$ cat config.mk
export PLATFORM = sky130hd
export DESIGN_NAME = serial_ripple_borrow_subtractor
export DESIGN_NICKNAME = d
export VERILOG_FILES = /design/src/rtl/serial_ripple_borrow_subtractor.sv
export SDC_FILE = /design/constraint.sdc
export NUM_CORES = 1
export LEC_CHECK = 0
export CELL_PAD_IN_SITES_DETAIL_PLACEMENT = 0
export CELL_PAD_IN_SITES_GLOBAL_PLACEMENT = 1
export CORE_AREA = 2 2 67 69
export CTS_BUF_LIST = sky130_fd_sc_hd__clkbuf_4 sky130_fd_sc_hd__clkbuf_8
export CTS_CLUSTER_SIZE = 10
export DETAILED_ROUTE_END_ITERATION = 12
export DIE_AREA = 0 0 69 71
export GPL_ROUTABILITY_DRIVEN = 0
export PLACE_DENSITY = 0.91
export SLEW_MARGIN = 15
export SYNTH_ARGS = -nofsm -noshare
export SYNTH_HDL_FRONTEND = slang
export SYNTH_SLANG_ARGS = --single-unit
$ cat constraint.sdc
create_clock -name clk -period 2.5 [get_ports clk]
set_clock_uncertainty 0.05 [all_clocks]
set_input_delay 0.625 -clock clk [delete_from_list [all_inputs] [get_ports clk]]
set_output_delay 0.625 -clock clk [all_outputs]
set_load 0.005 [all_outputs]
$ cat src/rtl/serial_ripple_borrow_subtractor.sv
// serial_ripple_borrow_subtractor
//   Bit-serial subtractor. It computes diff = a - b - borrow_in one bit per
//   clock, LSB first, using a single full-subtractor cell and a borrow
//   flip-flop. A valid/ready handshake sits on each side.
//
// Ports
//   clk        in   rising-edge clock
//   rst_n      in   asynchronous active-low reset
//   in_valid   in   operands present on a, b, borrow_in
//   in_ready   out  block is idle and can accept operands
//   a          in   [N-1:0] minuend
//   b          in   [N-1:0] subtrahend
//   borrow_in  in   borrow into bit 0
//   out_valid  out  result present on diff, borrow_out, overflow
//   out_ready  in   consumer takes the result
//   diff       out  [N-1:0] a - b - borrow_in, modulo 2^N
//   borrow_out out  borrow out of bit N-1
//   overflow   out  signed overflow (borrow into MSB xor borrow out of MSB)
module serial_ripple_borrow_subtractor #(
  parameter int N = 8
) (
  input  logic         clk,
  input  logic         rst_n,
  input  logic         in_valid,
  output logic         in_ready,
  input  logic [N-1:0] a,
  input  logic [N-1:0] b,
  input  logic         borrow_in,
  output logic         out_valid,
  input  logic         out_ready,
  output logic [N-1:0] diff,
  output logic         borrow_out,
  output logic         overflow
);

  localparam int CNT_W = $clog2(N) + 1;

  typedef enum logic [1:0] {IDLE, RUN, DONE} state_e;

  state_e           state_q, state_d;
  logic [CNT_W-1:0] cnt_q, cnt_d;
  logic [N-1:0]     aShift_q, aShift_d;
  logic [N-1:0]     bShift_q, bShift_d;
  logic [N-1:0]     dShift_q, dShift_d;
  logic [N-1:0]     diff_q, diff_d;
  logic             br_q, br_d;
  logic             borrowOut_q, borrowOut_d;
  logic             overflow_q, overflow_d;

  logic             aBit;
  logic             bBit;
  logic             dBit;
  logic             brNext;
  logic             lastBit;
  logic [N-1:0]     dShiftNext;

  // The single full-subtractor cell. The operand shift registers move right,
  // so bit 0 always holds the bit currently being processed.
  always_comb begin
    aBit       = aShift_q[0];
    bBit       = bShift_q[0];
    dBit       = aBit ^ bBit ^ br_q;
    brNext     = (~aBit & bBit) | (~(aBit ^ bBit) & br_q);
    lastBit    = (cnt_q == CNT_W'(N - 1));
    // New difference bits enter at the MSB. After N shifts the first bit has
    // reached position 0. This form avoids a zero-width slice when N=1.
    dShiftNext = (dShift_q >> 1) | (N'(dBit) << (N - 1));
  end

  // State register
  always_ff @(posedge clk or negedge rst_n) begin
    if (!rst_n) begin
      state_q <= IDLE;
    end else begin
      state_q <= state_d;
    end
  end

  // Next-state logic. A simultaneous out_ready and in_valid in DONE only
  // returns to IDLE. The new operands are taken on a later edge.
  always_comb begin
    state_d = state_q;
    case (state_q)
      IDLE:    if (in_valid)  state_d = RUN;
      RUN:     if (lastBit)   state_d = DONE;
      DONE:    if (out_ready) state_d = IDLE;
      default: state_d = IDLE;
    endcase
  end

  // Handshake outputs decode directly from the state register
  always_comb begin
    in_ready  = (state_q == IDLE);
    out_valid = (state_q == DONE);
  end

  // Datapath next-state. The result registers load only on the edge that
  // processes the last bit, so diff/borrow_out/overflow do not change during
  // RUN. They stay stable through DONE.
  always_comb begin
    cnt_d       = cnt_q;
    aShift_d    = aShift_q;
    bShift_d    = bShift_q;
    dShift_d    = dShift_q;
    diff_d      = diff_q;
    br_d        = br_q;
    borrowOut_d = borrowOut_q;
    overflow_d  = overflow_q;
    case (state_q)
      IDLE: begin
        if (in_valid) begin
          aShift_d = a;
          bShift_d = b;
          br_d     = borrow_in;
          cnt_d    = '0;
        end
      end
      RUN: begin
        aShift_d = aShift_q >> 1;
        bShift_d = bShift_q >> 1;
        dShift_d = dShiftNext;
        br_d     = brNext;
        cnt_d    = cnt_q + CNT_W'(1);
        if (lastBit) begin
          // At the last bit, br_q is the borrow into the MSB.
          diff_d      = dShiftNext;
          borrowOut_d = brNext;
          overflow_d  = br_q ^ brNext;
        end
      end
      default: ;
    endcase
  end

  // Datapath registers
  always_ff @(posedge clk or negedge rst_n) begin
    if (!rst_n) begin
      cnt_q       <= '0;
      aShift_q    <= '0;
      bShift_q    <= '0;
      dShift_q    <= '0;
      diff_q      <= '0;
      br_q        <= 1'b0;
      borrowOut_q <= 1'b0;
      overflow_q  <= 1'b0;
    end else begin
      cnt_q       <= cnt_d;
      aShift_q    <= aShift_d;
      bShift_q    <= bShift_d;
      dShift_q    <= dShift_d;
      diff_q      <= diff_d;
      br_q        <= br_d;
      borrowOut_q <= borrowOut_d;
      overflow_q  <= overflow_d;
    end
  end

  assign diff       = diff_q;
  assign borrow_out = borrowOut_q;
  assign overflow   = overflow_q;

endmodule

==> out/metrics.yaml, run 1 <==
outcome: "complete, no violations"
first_pass_iters: 4
rsz0062_at_grt: "false"
final-instance-count-excl-fill: 262
reg_to_reg_end: "diff[6]"
cts.clk_slew.worst_paths_ps: 80
layout_worst_path_cycle_share_pct: 86.29
die_y_um: 71
max-cap-violations: 0
worst_pin_slew_ps: 488.8
holdBufCountCts: 0
path_cells: "nor2b_1 > clkdlybuf4s50_1"
net_count_synth: 195
antenna_violating_nets_post_route: 0
crit_cells: 2
pwr_cell_area_nw_per_um2: 1096
vias_in_the_first_global_route: 1378
finalWirelength_mm: 3.384
power_report.internal_total_mw: 1.667
layout-drive-gt1-share_pct: 13.33
power_frac_comb_pct: 37.6
worst_hold_path_type: "input pin to async pin"
tns_ps: 0
ys_ff_latch: 40
synth.yosys.seq_area_share_pct: 55.90
root_buffer: "sky130_fd_sc_hd__clkbuf_8"
core_region_area_um2: 4204
signed_area_change_from_the_synthesized_netlist_to_the_final_layout_pct: 27.32
cts_made_buffers: 5
initial_utilization_pct: 42.59
grt_use_total_pct: 15.87
final_hold_viol_count: 0
cp-end-kind: "primary output"
post_synth_inst_count: 172
grt_overflow_total: 0
portBuffers: 32
clk_path_buf_depth: 2
crit_path_start: "state_q[1]"
antenna_found_initial: 0
cp_top_family: "buffers and inverters"
via_per_inst: 5.073
regToRegSetupSlack_ps: 860
setup.worst_path.end: "out_valid"
path_class: "register to primary output"
number_of_nets_in_the_finished_design: 232
drt_iter0_markers: 120
p_switching_uw: 831.0
clk-insertion-delay-late_ps: 290
boundaryPins: 33
cp_data_arrival_time_ps: 1480
mappedNetlistArea_um2: 1790
grt_max_degree: 41
timing.final.max_slew_violations: 0
critPathMaxStageDelay_ps: 530
worstPathRequired_ps: 1820
postCtsSetupRepairBufs: 0
cts_max_level: 2
tritoncts: "yes"
clock_sinks: 40
synthDistinctLibCells: 28
timing.max_slew.rel_slack_pct: 67.41
critical_path.slowest_cell: "sky130_fd_sc_hd__clkdlybuf4s50_1"
power.clock.fraction_pct: 18.1
detail_route.drc_violations: 0
yosysWarningCount: 0
via_count: 1329
seq_power_share_pct: 44.3
detail_route.wl_per_cell_um: 12.92
setup_viols_final: 0
global_route_wire_length_before_repair_mm: 6.196
die_w_um: 69
dpl.hpwl_mm: 2.354
ctsResizeCount: 0
start_kind: "register"
max_clock_freq_ghz: 0.4635
floorplan.rows: 24
leakagePower_nw: 1.008
net_switching_fraction_of_the_power_pct: 33.27
diodes: 0
critical_path_buffer_and_inverter_count: 1
placed_cells: 254
regToRegStartpoint: "state_q[0]"
synth.avg_cell_area_um2: 10.41
layout_min_cycle_time_ps: 2157
maximum_vdd_drop_mv: 0.4742
worst-path-max-fanout: 6
worstRegToRegCells: 5
dieArea_um2: 4899
==> cells in the final DEF (no fill, tap or decap), types with 2 or more instances in the layout <==
master / synthesis / final
sky130_fd_sc_hd__clkinvlp_4: 0 / 2
sky130_fd_sc_hd__o21ai_0: 18 / 18
sky130_fd_sc_hd__nor2_1: 3 / 3
sky130_fd_sc_hd__a21oi_1: 9 / 9
sky130_fd_sc_hd__mux2i_1: 2 / 2
sky130_fd_sc_hd__a2bb2oi_1: 3 / 3
sky130_fd_sc_hd__buf_4: 0 / 9
sky130_fd_sc_hd__mux2_2: 9 / 9
sky130_fd_sc_hd__a31oi_1: 2 / 2
sky130_fd_sc_hd__dfrtp_1: 40 / 40
sky130_fd_sc_hd__a22oi_1: 12 / 12
sky130_fd_sc_hd__and2_1: 2 / 2
sky130_fd_sc_hd__clkbuf_8: 0 / 6
sky130_fd_sc_hd__nand2_1: 32 / 32
sky130_fd_sc_hd__nor2b_1: 12 / 12
sky130_fd_sc_hd__inv_1: 5 / 5
sky130_fd_sc_hd__nand3_1: 2 / 2
sky130_fd_sc_hd__clkdlybuf4s50_1: 0 / 31
==> per-stage QoR <==
step	hold slack (ps)	util, %	total power [mW]	setup WS, ps	instance area [µm²]
6_report	324.4	54.23	2.498	342.7	2280
5_1_grt	353.6	54.23	2.727	253.8	2280
4_1_cts	342.2	54.23	2.531	319.2	2280
3_5_place_dp	412.7	51.90	2.077	450.4	2182
3_3_place_gp	407.1	51.90	2.046	489.1	2182
2_1_floorplan	279.4	-	1.699	965.4	1790
==> area by class of cell <==
type                       count  area [µm²]
clock buffer                   6       82.58
clock inverter                 2       15.01
fill                         382        1924
inverter                       5       18.77
multi-input combinational    116       714.4
sequential                    40        1001
tap                           52       65.06
timing repair buffer          41       382.9
==> kinds of logic after synthesis <==
kind of cell             synth area share (%)
AND/OR/NAND/NOR                         13.70
AO/OA/AOI/OAI                           17.12
flip-flops                              55.90
buffers and inverters                   4.192
multiplexers                            6.779
adder cells (fa/ha/maj)                 1.817
XOR/XNOR                               0.4893
==> worst min path at each step <==
stage                 from          end  slack [ps]
2_1_floorplan        rst_n  aShift_q[0]         280
6_report             rst_n  dShift_q[2]         320
5_1_grt              rst_n      diff[3]         350
4_1_cts              rst_n      diff[3]         340
3_5_place_dp   dShift_q[1]  dShift_q[1]         410
3_3_place_gp   dShift_q[1]  dShift_q[1]         410
==> power groups by stage <==
stage	logic, mW	registers, mW	clock network [mW]
after floorplan	0.614	1.08	0
after CTS	0.957	1.11	0.467
after global routing	1.08	1.15	0.498
after detailed placement	0.956	1.12	0
final	0.940	1.11	0.451
after global placement	0.939	1.11	0
==> registers in the layout, indices dropped and copies added, names as in the netlist <==
register    cells
overflow        1
bShift_q        8
diff            8
borrow_out      1
state_q         2
cnt_q           4
dShift_q        7
br_q            1
aShift_q        8
==> synthesized netlist by cell type <==
library cell                count  area (µm²)
sky130_fd_sc_hd__a21o_1         1       7.510
sky130_fd_sc_hd__a21oi_1        9       45.04
sky130_fd_sc_hd__a22o_1         1       8.760
sky130_fd_sc_hd__a22oi_1       12       90.09
sky130_fd_sc_hd__a2bb2oi_1      3       26.28
sky130_fd_sc_hd__a31oi_1        2       12.51
sky130_fd_sc_hd__a32o_1         1       10.01
sky130_fd_sc_hd__and2_1         2       12.51
sky130_fd_sc_hd__buf_2          5       25.02
sky130_fd_sc_hd__buf_6          1       11.26
sky130_fd_sc_hd__clkbuf_1       4       15.01
sky130_fd_sc_hd__clkbuf_2       1       5.000
sky130_fd_sc_hd__dfrtp_1       40        1001
sky130_fd_sc_hd__fa_1           1       20.02
sky130_fd_sc_hd__ha_1           1       12.51
sky130_fd_sc_hd__inv_1          5       18.77
sky130_fd_sc_hd__mux2_2         9       101.4
sky130_fd_sc_hd__mux2i_1        2       20.02
sky130_fd_sc_hd__nand2_1       32       120.1
sky130_fd_sc_hd__nand2b_1       1       6.260
sky130_fd_sc_hd__nand3_1        2       10.01
sky130_fd_sc_hd__nor2_1         3       11.26
sky130_fd_sc_hd__nor2b_1       12       75.07
sky130_fd_sc_hd__nor3_2         1       10.01
sky130_fd_sc_hd__o21ai_0       18       90.09
sky130_fd_sc_hd__o21bai_1       1       7.510
sky130_fd_sc_hd__o311ai_0       1       8.760
sky130_fd_sc_hd__xnor2_1        1       8.760
==> metal layers <==
layer,routed length (µm),GRT usage (%),vias to the layer above
met5,0,0,-
met4,45,6.536,0
met3,146,3.989,5
met2,1594,25.85,29
met1,1599,20.37,628
li1,-,-,667
Power figures use the tool's default switching activity.
==> run 2, diff against run 1 <==
--- a/config.mk
+++ b/config.mk
@@ -12,7 +12,6 @@
 export CTS_CLUSTER_SIZE = 10
 export DETAILED_ROUTE_END_ITERATION = 12
 export DIE_AREA = 0 0 69 71
-export GPL_ROUTABILITY_DRIVEN = 0
 export PLACE_DENSITY = 0.91
 export SLEW_MARGIN = 15
 export SYNTH_ARGS = -nofsm -noshare
==> results of run 2 <==
Final layout, timing and power as in run 1 (identical DEF).
